===== src/rtl/uart_cmd_master.sv =====
// uart_cmd_master: register read/write command master over a byte-wide UART link
module uart_cmd_master #(
  parameter int ADDR_WIDTH = 8,
  parameter int DATA_BYTES = 2,
  parameter int TIMEOUT_CYC = 100000
) (
  input  logic                    clk,
  input  logic                    reset,
  input  logic                    req_valid,
  output logic                    req_ready,
  input  logic                    req_rw,
  input  logic [ADDR_WIDTH-1:0]   req_addr,
  input  logic [DATA_BYTES*8-1:0] req_wdata,
  output logic                    rsp_valid,
  output logic [DATA_BYTES*8-1:0] rsp_rdata,
  output logic [1:0]              rsp_status,
  output logic [7:0]              tx_data,
  output logic                    tx_en,
  input  logic                    tx_busy,
  input  logic [7:0]              rx_data,
  input  logic                    rx_data_valid,
  input  logic                    rx_error,
  output logic                    busy
);
  localparam int DW = DATA_BYTES * 8;
  localparam int CW = $clog2(TIMEOUT_CYC + 1);
  typedef enum logic [2:0] {IDLE, SEND, GAP, WAIT_RSP, DONE} state_t;
  state_t state, state_n;
  logic rw_q;
  logic [7:0] addr_q;
  logic [DW-1:0] wdata_q, shadow, sh_next;
  logic [2:0] idx, rx_cnt, n_bytes;
  logic [CW-1:0] cnt;
  logic [7:0] frame_byte;
  logic frame_end, last_byte, timeout;
  assign n_bytes = rw_q ? 3'd2 : 3'(DATA_BYTES + 2);
  assign frame_end = idx == n_bytes;
  assign sh_next = (shadow << 8) | DW'(rx_data);
  assign last_byte = rx_data_valid && rx_cnt == 3'(DATA_BYTES - 1);
  assign timeout = !rx_data_valid && cnt == CW'(TIMEOUT_CYC - 2);
  assign frame_byte = idx == 3'd0 ? (rw_q ? 8'h52 : 8'h57) : idx == 3'd1 ? addr_q : wdata_q[DW-1 -: 8];
  assign req_ready = state == IDLE;
  assign busy = state != IDLE;
  assign rsp_valid = state == DONE;
  always_ff @(posedge clk) state <= reset ? IDLE : state_n;
  always_comb begin
    state_n = state;
    case (state)
      IDLE:     state_n = req_valid ? SEND : IDLE;
      SEND:     state_n = tx_busy ? SEND : GAP;
      GAP:      state_n = !frame_end ? SEND : rw_q ? WAIT_RSP : DONE;
      WAIT_RSP: state_n = (rx_error || last_byte || timeout) ? DONE : WAIT_RSP;
      default:  state_n = IDLE;
    endcase
  end
  always_ff @(posedge clk) begin
    if (reset) begin
      rw_q <= 1'b0;
      addr_q <= '0;
      wdata_q <= '0;
      shadow <= '0;
      idx <= '0;
      rx_cnt <= '0;
      cnt <= '0;
      tx_en <= 1'b0;
      tx_data <= '0;
      rsp_rdata <= '0;
      rsp_status <= 2'b00;
    end else begin
      tx_en <= 1'b0;
      if (state == IDLE && req_valid) begin
        rw_q <= req_rw;
        addr_q <= 8'(req_addr);
        wdata_q <= req_wdata;
        idx <= '0;
      end
      if (state == SEND && !tx_busy) begin
        tx_en <= 1'b1;
        tx_data <= frame_byte;
        idx <= idx + 3'd1;
        if (idx >= 3'd2) wdata_q <= wdata_q << 8;
      end
      if (state == GAP) begin
        cnt <= '0;
        rx_cnt <= '0;
        if (frame_end && !rw_q) rsp_status <= 2'b00;
      end
      if (state == WAIT_RSP) begin
        if (rx_error) begin
          rsp_rdata <= '0;
          rsp_status <= 2'b10;
        end else if (rx_data_valid) begin
          cnt <= '0;
          rx_cnt <= rx_cnt + 3'd1;
          shadow <= sh_next;
          if (last_byte) begin
            rsp_rdata <= sh_next;
            rsp_status <= 2'b00;
          end
        end else begin
          cnt <= cnt + 1'b1;
          if (timeout) begin
            rsp_rdata <= '0;
            rsp_status <= 2'b01;
          end
        end
      end
    end
  end
endmodule


===== config.mk =====
export PLATFORM = sky130hd
export DESIGN_NAME = uart_cmd_master
export DESIGN_NICKNAME = d
export VERILOG_FILES = /design/src/rtl/uart_cmd_master.sv
export SDC_FILE = /design/constraint.sdc
export NUM_CORES = 1
export LEC_CHECK = 0
export ABC_AREA = 1
export CORE_UTILIZATION = 28
export CTS_CLUSTER_DIAMETER = 50
export DETAILED_ROUTE_END_ITERATION = 7
export PLACE_DENSITY_LB_ADDON = 0.2
export SLEW_MARGIN = 20
export SYNTH_ARGS = -nofsm -noshare
export SYNTH_HDL_FRONTEND = slang
export SYNTH_SLANG_ARGS = --single-unit

===== constraint.sdc =====
create_clock -name clk -period 1.55 [get_ports clk]
set_clock_uncertainty 0.15 [all_clocks]
set_input_delay 0.465 -clock clk [delete_from_list [all_inputs] [get_ports clk]]
set_output_delay 0.465 -clock clk [all_outputs]
set_load 0.05 [all_outputs]

Word level (Yosys, flattened, before mapping) --
Cells that the tools add are included.
Word-level totals: output and inout port bits 30, input port bits 39, word-level logic and storage cells 79, register bits 86
Cells by class: add/subtract/negate cells 3, magnitude comparators 1, multiplexer cells 35, reductions and logical operators 17, bitwise gates (word level) 2, equality and inequality tests 9
Operators with widths (number):
- 16-bit two-way mux | 7
- 17-bit two-way mux | 4
- 3-bit two-way mux | 11
- 17-bit by 1-bit adder with 17-bit output (second input constant) | 1
- 17-bit equality test (second input constant) | 1
- 2-bit two-way mux | 8
- 8-bit two-way mux | 2
- 16-bit by 8-bit OR with 16-bit output | 1
- 3-bit case mux with 4 select lines | 1
- 3-bit by 1-bit equality test with 1-bit output (second input constant) | 3
- 3-bit by 1-bit adder with 3-bit output (second input constant) | 2
- 3-bit by 2-bit equality test with 1-bit output (second input constant) | 2
- 3-bit logical NOT | 2
- 3-bit AND reduction | 2
- 3-bit nonzero test | 2
- 1-bit logical AND | 5
- 3-bit equality test | 1
- 3-bit equality test (second input constant) | 1
- 3-bit by 2-bit greater-or-equal comparator with 1-bit output (second input constant) | 1
- 1-bit logical NOT | 3
- 3-bit by 1-bit inequality test with 1-bit output (second input constant) | 1
- 1-bit logical OR | 2
- 1-bit two-way mux | 2
- 2-bit nonzero test | 1
- 1-bit NOT | 1

Depth between registers and ports, before layout --
Gate-level depths: netlist (run 1).
word-level depth 9, gate-level depth with buffers 10, mapped depth without buffers 9

Worst setup path before layout (run 1) --
OpenSTA, ideal clock, no wires.
path type reg2reg, from register state[2], to register wdata_q[6], setup time 0.072 ns, path slack -0.584 ns, stages on the path, launching flop included 9, data arrival time 1.912 ns, data required time 1.328 ns, cells stage by stage dfxtp_1 -> inv_1 -> nand2_1 -> inv_1 -> nand2_1 -> inv_1 -> clkbuf_1 -> nand2_1 -> a21oi_1
Between the ends: cells in the longest elaborated chain, start to end 5, elaborated cells on any way between the ends 7
RTL lines:
- start, declared | RTL line 28 | state_t state, state_n;
- start signal, assigned | RTL line 45 | always_ff @(posedge clk) state <= reset ? IDLE : state_n;
- 3-bit logical NOT *
- via req_ready | RTL line 10 | output logic req_ready,
- 1-bit logical AND * | RTL line 71 | if (state == IDLE && req_valid) begin
- 16-bit two-way mux * | RTL line 71
- 16-bit two-way mux | RTL line 81 | if (idx >= 3'd2) wdata_q <= wdata_q << 8;
- 16-bit two-way mux * | RTL line 77 | if (state == SEND && !tx_busy) begin
- end signal, assigned | RTL line 74 | wdata_q <= req_wdata;
- end signal, assigned | RTL line 81
- end, declared | RTL line 31 | logic [DW-1:0] wdata_q, shadow, sh_next;
The timed path passes the listed nets; every way through them passes the cells marked *. A chain may end at the register's enable or synchronous reset.

Worst setup path in the final report (run 1) --
from register state[0], to output port busy
Between the ends: cells in the longest elaborated chain, start to end 1
RTL lines:
- 3-bit nonzero test | RTL line 43 | assign busy = state != IDLE;
- end, declared | RTL line 23 | output logic busy
Every way passes these cells.

==> results of run 1 <==
[layer usage]
| metal | share of wire, % | up-vias | global-route usage, % |
|---|---|---|---|
| met2 | 50 | 78 | 26.9 |
| met3 | 4.0 | 14 | 3.99 |
| met5 | 0 | - | 0 |
| met1 | 44 | 1940 | 20.5 |
| met4 | 1.8 | 0 | 6.41 |
| li1 | - | 2111 | - |
[timing repair]
item / CTS / global route
endpoints found under the setup margin: 77 / 90
endpoints found under the hold margin: 0 / 0
gates cloned: 8 / 2
setup buffers: 18 / 11
resized for setup: 83 / 148
pin swaps: 34 / 40
[metrics by stage]
stage	power (uW)	instance area (um^2)	instances
floorplan	2670	3970	547
global placement	2980	5550	827
detailed placement	2990	5550	827
CTS	5300	6440	869
global route	5520	6950	877
finish	5320	6950	877
[flip-flops by register name (all words and copies together) (netlist names)]
register / flops
cnt: 17
rsp_rdata: 16
wdata_q: 16
addr_q: 8
shadow: 8
tx_data: 8
idx: 3
rx_cnt: 3
state: 3
rsp_status: 2
rw_q: 1
tx_en: 1
[worst max-delay path, cell delays in order (launching register included)]
cell	delay, ns
dfxtp_4	0.35
buf_12	0.12
nor2_4	0.13
nand2_8	0.07
buf_6	0.12
buf_12	0.13
[report_power, final]
group	leakage, uW	switching, uW	internal (uW)
registers	0.000707	40.5	2280
clock network	0.000145	916	1220
logic	0.00170	434	431
[logic make-up (layout without fill, tap and decap cells)]
logic type | count (synthesis) | after routing
buffers and inverters | 68 | 219
flip-flops | 86 | 86
AO/OA/AOI/OAI | 140 | 140
AND/OR/NAND/NOR | 244 | 247
adder cells (fa/ha/maj) | 7 | 7
XOR/XNOR | 2 | 2
[cells in the mapped netlist (4+ instances only)]
library cell | n | area share, %
nor2_1 | 40 | 3.9
dfxtp_1 | 86 | 45
inv_1 | 37 | 3.6
o21ai_0 | 42 | 5.4
buf_2 | 10 | 1.3
a31oi_1 | 9 | 1.5
inv_2 | 4 | 0.39
nand2_1 | 151 | 15
nand4_1 | 5 | 0.81
ha_1 | 7 | 2.3
nand3_1 | 32 | 4.1
clkbuf_1 | 14 | 1.4
a21oi_1 | 80 | 10
[worst paths after layout]
kind	slack [ns]	depth (start not counted)	to
worst max-delay path	-0.33	5	busy
worst min-delay path	0.30	2	addr_q[5]
worst max register to register	-0.28	11	cnt[9]
worst min register to register	0.30	2	addr_q[5]
[final cells by class]
type	instances	area share, %
clock buffers	12	3.83
clock inverters	4	0.432
inverters	41	2.63
multi-input cells	396	36.3
flip-flops and latches	86	25.2
well taps	176	3.17
repair buffers	161	28.3
repair inverters	1	0.234
==> results.yml, run 1 <==
status:
  status: "finished, violations left"
  violations: "negative setup slack"
finish:
  regArea_mm2: 0.00175
  antennaDiodeCount: 0
  layout-drive-gt1-share_pct: 42.1
  n_fill_cell: 1261
  multiInputGateArea_mm2: 0.00252
  fin_util_pct: 52.1
  layout_commonest_cell: "nand2_1"
  area_delta_synth_final_pct: 79.7
  final_cell_mix: "nand2_1 (111), dfxtp_1 (70), buf_4 (55)"
  fin_nets: 742
timing:
  whs_ns: 0.298
  maxSlewViolCount: 0
  fin_ws_ns: -0.335
  min_period_ns: 1.88
  fmax_mhz: 531
  hold_viol_final: 0
  finalSetupViolations: 86
  relSlewSlack_pct: 74.7
  fin_tns_setup_ns: -11.17
  finalCritPeriodShare_pct: 122
  worst_slew_pin_slew_ns: 0.378
  rsz0062_at_grt: "true"
power:
  leakage_uw: 0.00256
  vdd.ir_drop.worst_v: 0.000498
  power.density_mw_per_mm2: 765
detailed_routing:
  vias_per_cell: 4.72
  wirelength_mm: 11.8
  dr.pass1.iters: 4
  drtIter0Drc: 161
  drc: 0
  vias: 4143
  antenna_left: 0
  wl_per_cell_um: 13.4
synthesis:
  synthAdderAreaFrac_pct: 2.26
  seq_area_frac_synth_pct: 44.5
  synthCells: 547
  synth_cell_types: 30
  synthXorXnorAreaFrac_pct: 0.453
  synth_fp_nets: 593
  synth-seq-cells: 86
  synth_simple_gate_area_share_pct: 26.7
  async_flop_share_pct: 0
  yosys_warnings: 0
  synth_top_family_by_area: "simple AND/OR/NAND/NOR gates"
  synth.area.mux_share_pct: 0
  syn_area_mm2: 0.00387
  synth-edff-count: 0
  synth_top_flop_cell: "dfxtp_1"
  synth_compound_area_share_pct: 18.8
  syn_area_per_cell_um2: 7.07
critical_path:
  cp.arrival_ns: 1.27
  cp-start-kind: "flip-flop"
  crit_required_ns: 0.93
  end_kind: "output pin"
  rr_startpoint: "state[1]"
  startpoint: "state[0]"
  crit_type: "flip-flop to output pin"
  cp_max_fo: 3
clocking:
  ctsHtreeMaxLevel: 3
  cts_buffers: 9
  clk_latency_ns: 0.35
  clk_pin_slew_ns: 0.06
  cts_hold_buf: 0
  clock-sinks: 86
  cts_tree: "yes"
  cts.path.max_buffers: 2
  clockRootBuffer: "clkbuf_16"
floorplanning:
  initial_core_util_pct: 29.0
  rows: 42
  die_area_mm2: 0.0143
  die_h_um: 120
  core_area_mm2: 0.0133
  die-width_um: 120
  io_pins: 69
place:
  portBuffers: 68
  dpl.hpwl_mm: 7.54
  place.gp.congestion: 0.872
  dp_worst_setup_slack_ns: -0.516
global_route:
  overflow: 0
  gr-usage-all-layers_pct: 16.4
  grt_pass1_vias: 3912
  grt_pass1_wl_mm: 18.5
  antenna_found_initial: 0
  grt_max_degree: 28
hold_path:
  min_from: "addr_q[5]"
  min_path_type: "flip-flop to flip-flop"
job:
  drv_cap: 0
Power figures use the tool's default switching activity.
==> run 2: changes to the inputs <==
--- a/config.mk
+++ b/config.mk
@@ -6,6 +6,7 @@
 export NUM_CORES = 1
 export LEC_CHECK = 0
 export ABC_AREA = 1
+export CAP_MARGIN = 20
 export CORE_UTILIZATION = 28
 export CTS_CLUSTER_DIAMETER = 50
 export DETAILED_ROUTE_END_ITERATION = 7
==> results of run 2 <==
Final layout, timing and power as in run 1 (identical DEF).
==> run 3: changes to the inputs <==
--- a/config.mk
+++ b/config.mk
@@ -11,6 +11,7 @@
 export CTS_CLUSTER_DIAMETER = 50
 export DETAILED_ROUTE_END_ITERATION = 7
 export PLACE_DENSITY_LB_ADDON = 0.2
+export RECOVER_POWER = 25
 export SLEW_MARGIN = 20
 export SYNTH_ARGS = -nofsm -noshare
 export SYNTH_HDL_FRONTEND = slang
==> run 3 against run 2 <==
Die area unchanged. Fmax about the same. Cell area down 0.90%. Core utilization down 0.47 points. Largest power group unchanged. Sequential cell count unchanged. Worst setup slack about the same. First-iteration DRC count down 2.5%. The run still ends with negative setup slack left. Non-clock buffer count unchanged. Register-to-register slack about the same.
==> results.yml, run 3 (synthesis gave the netlist of run 1 again) <==
status:
  status: "finished, violations left"
  violations: "negative setup slack"
finish:
  area_delta_synth_final_pct: 78.1
  multiInputGateArea_mm2: 0.00252
  final_cell_mix: "nand2_1 (111), dfxtp_1 (70), buf_4 (60)"
  n_fill_cell: 1271
  top_register: "cnt"
  fin_nets: 742
  top_regs: "cnt (17), rsp_rdata (16), wdata_q (16)"
  fin_util_pct: 51.6
  fin_cells: 877
  layout-drive-gt1-share_pct: 42.1
  largest_reg_flops: 17
  layout_commonest_cell: "nand2_1"
  antennaDiodeCount: 0
  regArea_mm2: 0.00175
place:
  portBuffers: 68
  dp.cells: 827
  dpl.hpwl_mm: 7.54
  place.gp.congestion: 0.872
global_route:
  overflow: 0
  grt_pass1_wl_mm: 18.5
  antenna_found_initial: 0
  gr-usage-all-layers_pct: 16.4
  grt_pass1_vias: 3912
  grt_max_degree: 28
detailed_routing:
  dr.pass1.iters: 4
  vias_per_cell: 4.74
  dr.max_layer_used: "met4"
  wl_per_cell_um: 13.4
  antenna_left: 0
  met1Wirelength_mm: 5.19
  drc: 0
  drtIter0Drc: 157
  wirelength_mm: 11.7
  vias: 4155
  dr_wl_met2_mm: 5.87
  wl_met3_um: 472
critical_path:
  cp-start-kind: "flip-flop"
  end_kind: "output pin"
  crit_required_ns: 0.93
  crit_type: "flip-flop to output pin"
  startpoint: "state[0]"
  cp_max_fo: 3
  cp.arrival_ns: 1.27
  rr_startpoint: "state[1]"
power:
  leakage_uw: 0.00254
  total_power_uw: 5320
  vdd.ir_drop.worst_v: 0.000496
  power.density_mw_per_mm2: 772
timing:
  min_period_ns: 1.88
  worst_slew_pin_slew_ns: 0.378
  finalCritPeriodShare_pct: 122
  rsz0062_at_grt: "true"
  relSlewSlack_pct: 74.7
  finalSetupViolations: 85
  hold_viol_final: 0
  fin_ws_ns: -0.335
  maxSlewViolCount: 0
  fmax_mhz: 531
clocking:
  clk_pin_slew_ns: 0.06
  cts_tree: "yes"
  clock-sinks: 86
  ctsHtreeMaxLevel: 3
  cts.path.max_buffers: 2
  clk_latency_ns: 0.35
  cts_hold_buf: 0
  cts_buffers: 9
  clockRootBuffer: "clkbuf_16"
hold_path:
  min_path_type: "flip-flop to flip-flop"
  min_from: "addr_q[5]"
floorplanning:
  die_area_mm2: 0.0143
  die-width_um: 120
  io_pins: 69
  die_h_um: 120
  rows: 42
  initial_core_util_pct: 29.0
  core_area_mm2: 0.0133
job:
  drv_cap: 0
==> run 3: cell counts in the layout (fill, tap and decap cells not counted) <==
Identical to the previous run, type by type.
==> run 3: path summary, 6_finish.rpt <==
kind / to / slack (ns) / cells after the start
setup / recovery: busy / -0.33 / 5
setup reg to reg: cnt[9] / -0.28 / 11
hold / removal: addr_q[5] / 0.30 / 2
hold reg to reg: addr_q[5] / 0.30 / 2
==> run 3: per-layer routing <==
metal	track usage (%)	vias up
met4	6.41	0
met5	0	-
li1	-	2114
met1	20.5	1946
met3	3.99	14
met2	26.9	81
==> run 3: layout make-up <==
class                           count  share of cell area [%]
Timing Repair Buffer              161                    27.6
Timing Repair inverter              1                   0.236
Multi-Input combinational cell    396                    36.6
Tap cell                          176                    3.20
Clock inverter                      4                   0.436
Clock buffer                       12                    3.87
Sequential cell                    86                    25.4
Inverter                           41                    2.65
==> run 3: power by group <==
part / total [uW] / leakage [uW] / internal, uW / switching, uW
clock: 2130 / 0.000145 / 1220 / 914
combinational: 864 / 0.00169 / 430 / 434
sequential: 2320 / 0.000707 / 2280 / 40.4
==> run 3: stage by stage <==
stage	cell area, um^2	setup TNS (ns)	setup slack (ns)	hold slack [ns]
finish	6890	-11.21	-0.335	0.298
global route	6890	-18.67	-0.392	0.318
CTS	6440	-10.39	-0.369	0.298
detailed placement	5550	-34.00	-0.516	0.289
global placement	5550	-32.07	-0.473	0.283
floorplan	3970	-1.74	-0.105	0.275
==> run 3: timing repair <==
action,in CTS,in global routing
cloned,8,2
resized for setup,83,148
pin swaps,34,40
buffers inserted,18,11
setup endpoints to repair,77,90
==> run 3: critical path, stage by stage, from the launching register on <==
cell	delay, ns
dfxtp_4	0.35
buf_12	0.12
nor2_4	0.13
nand2_8	0.07
buf_6	0.12
buf_12	0.13
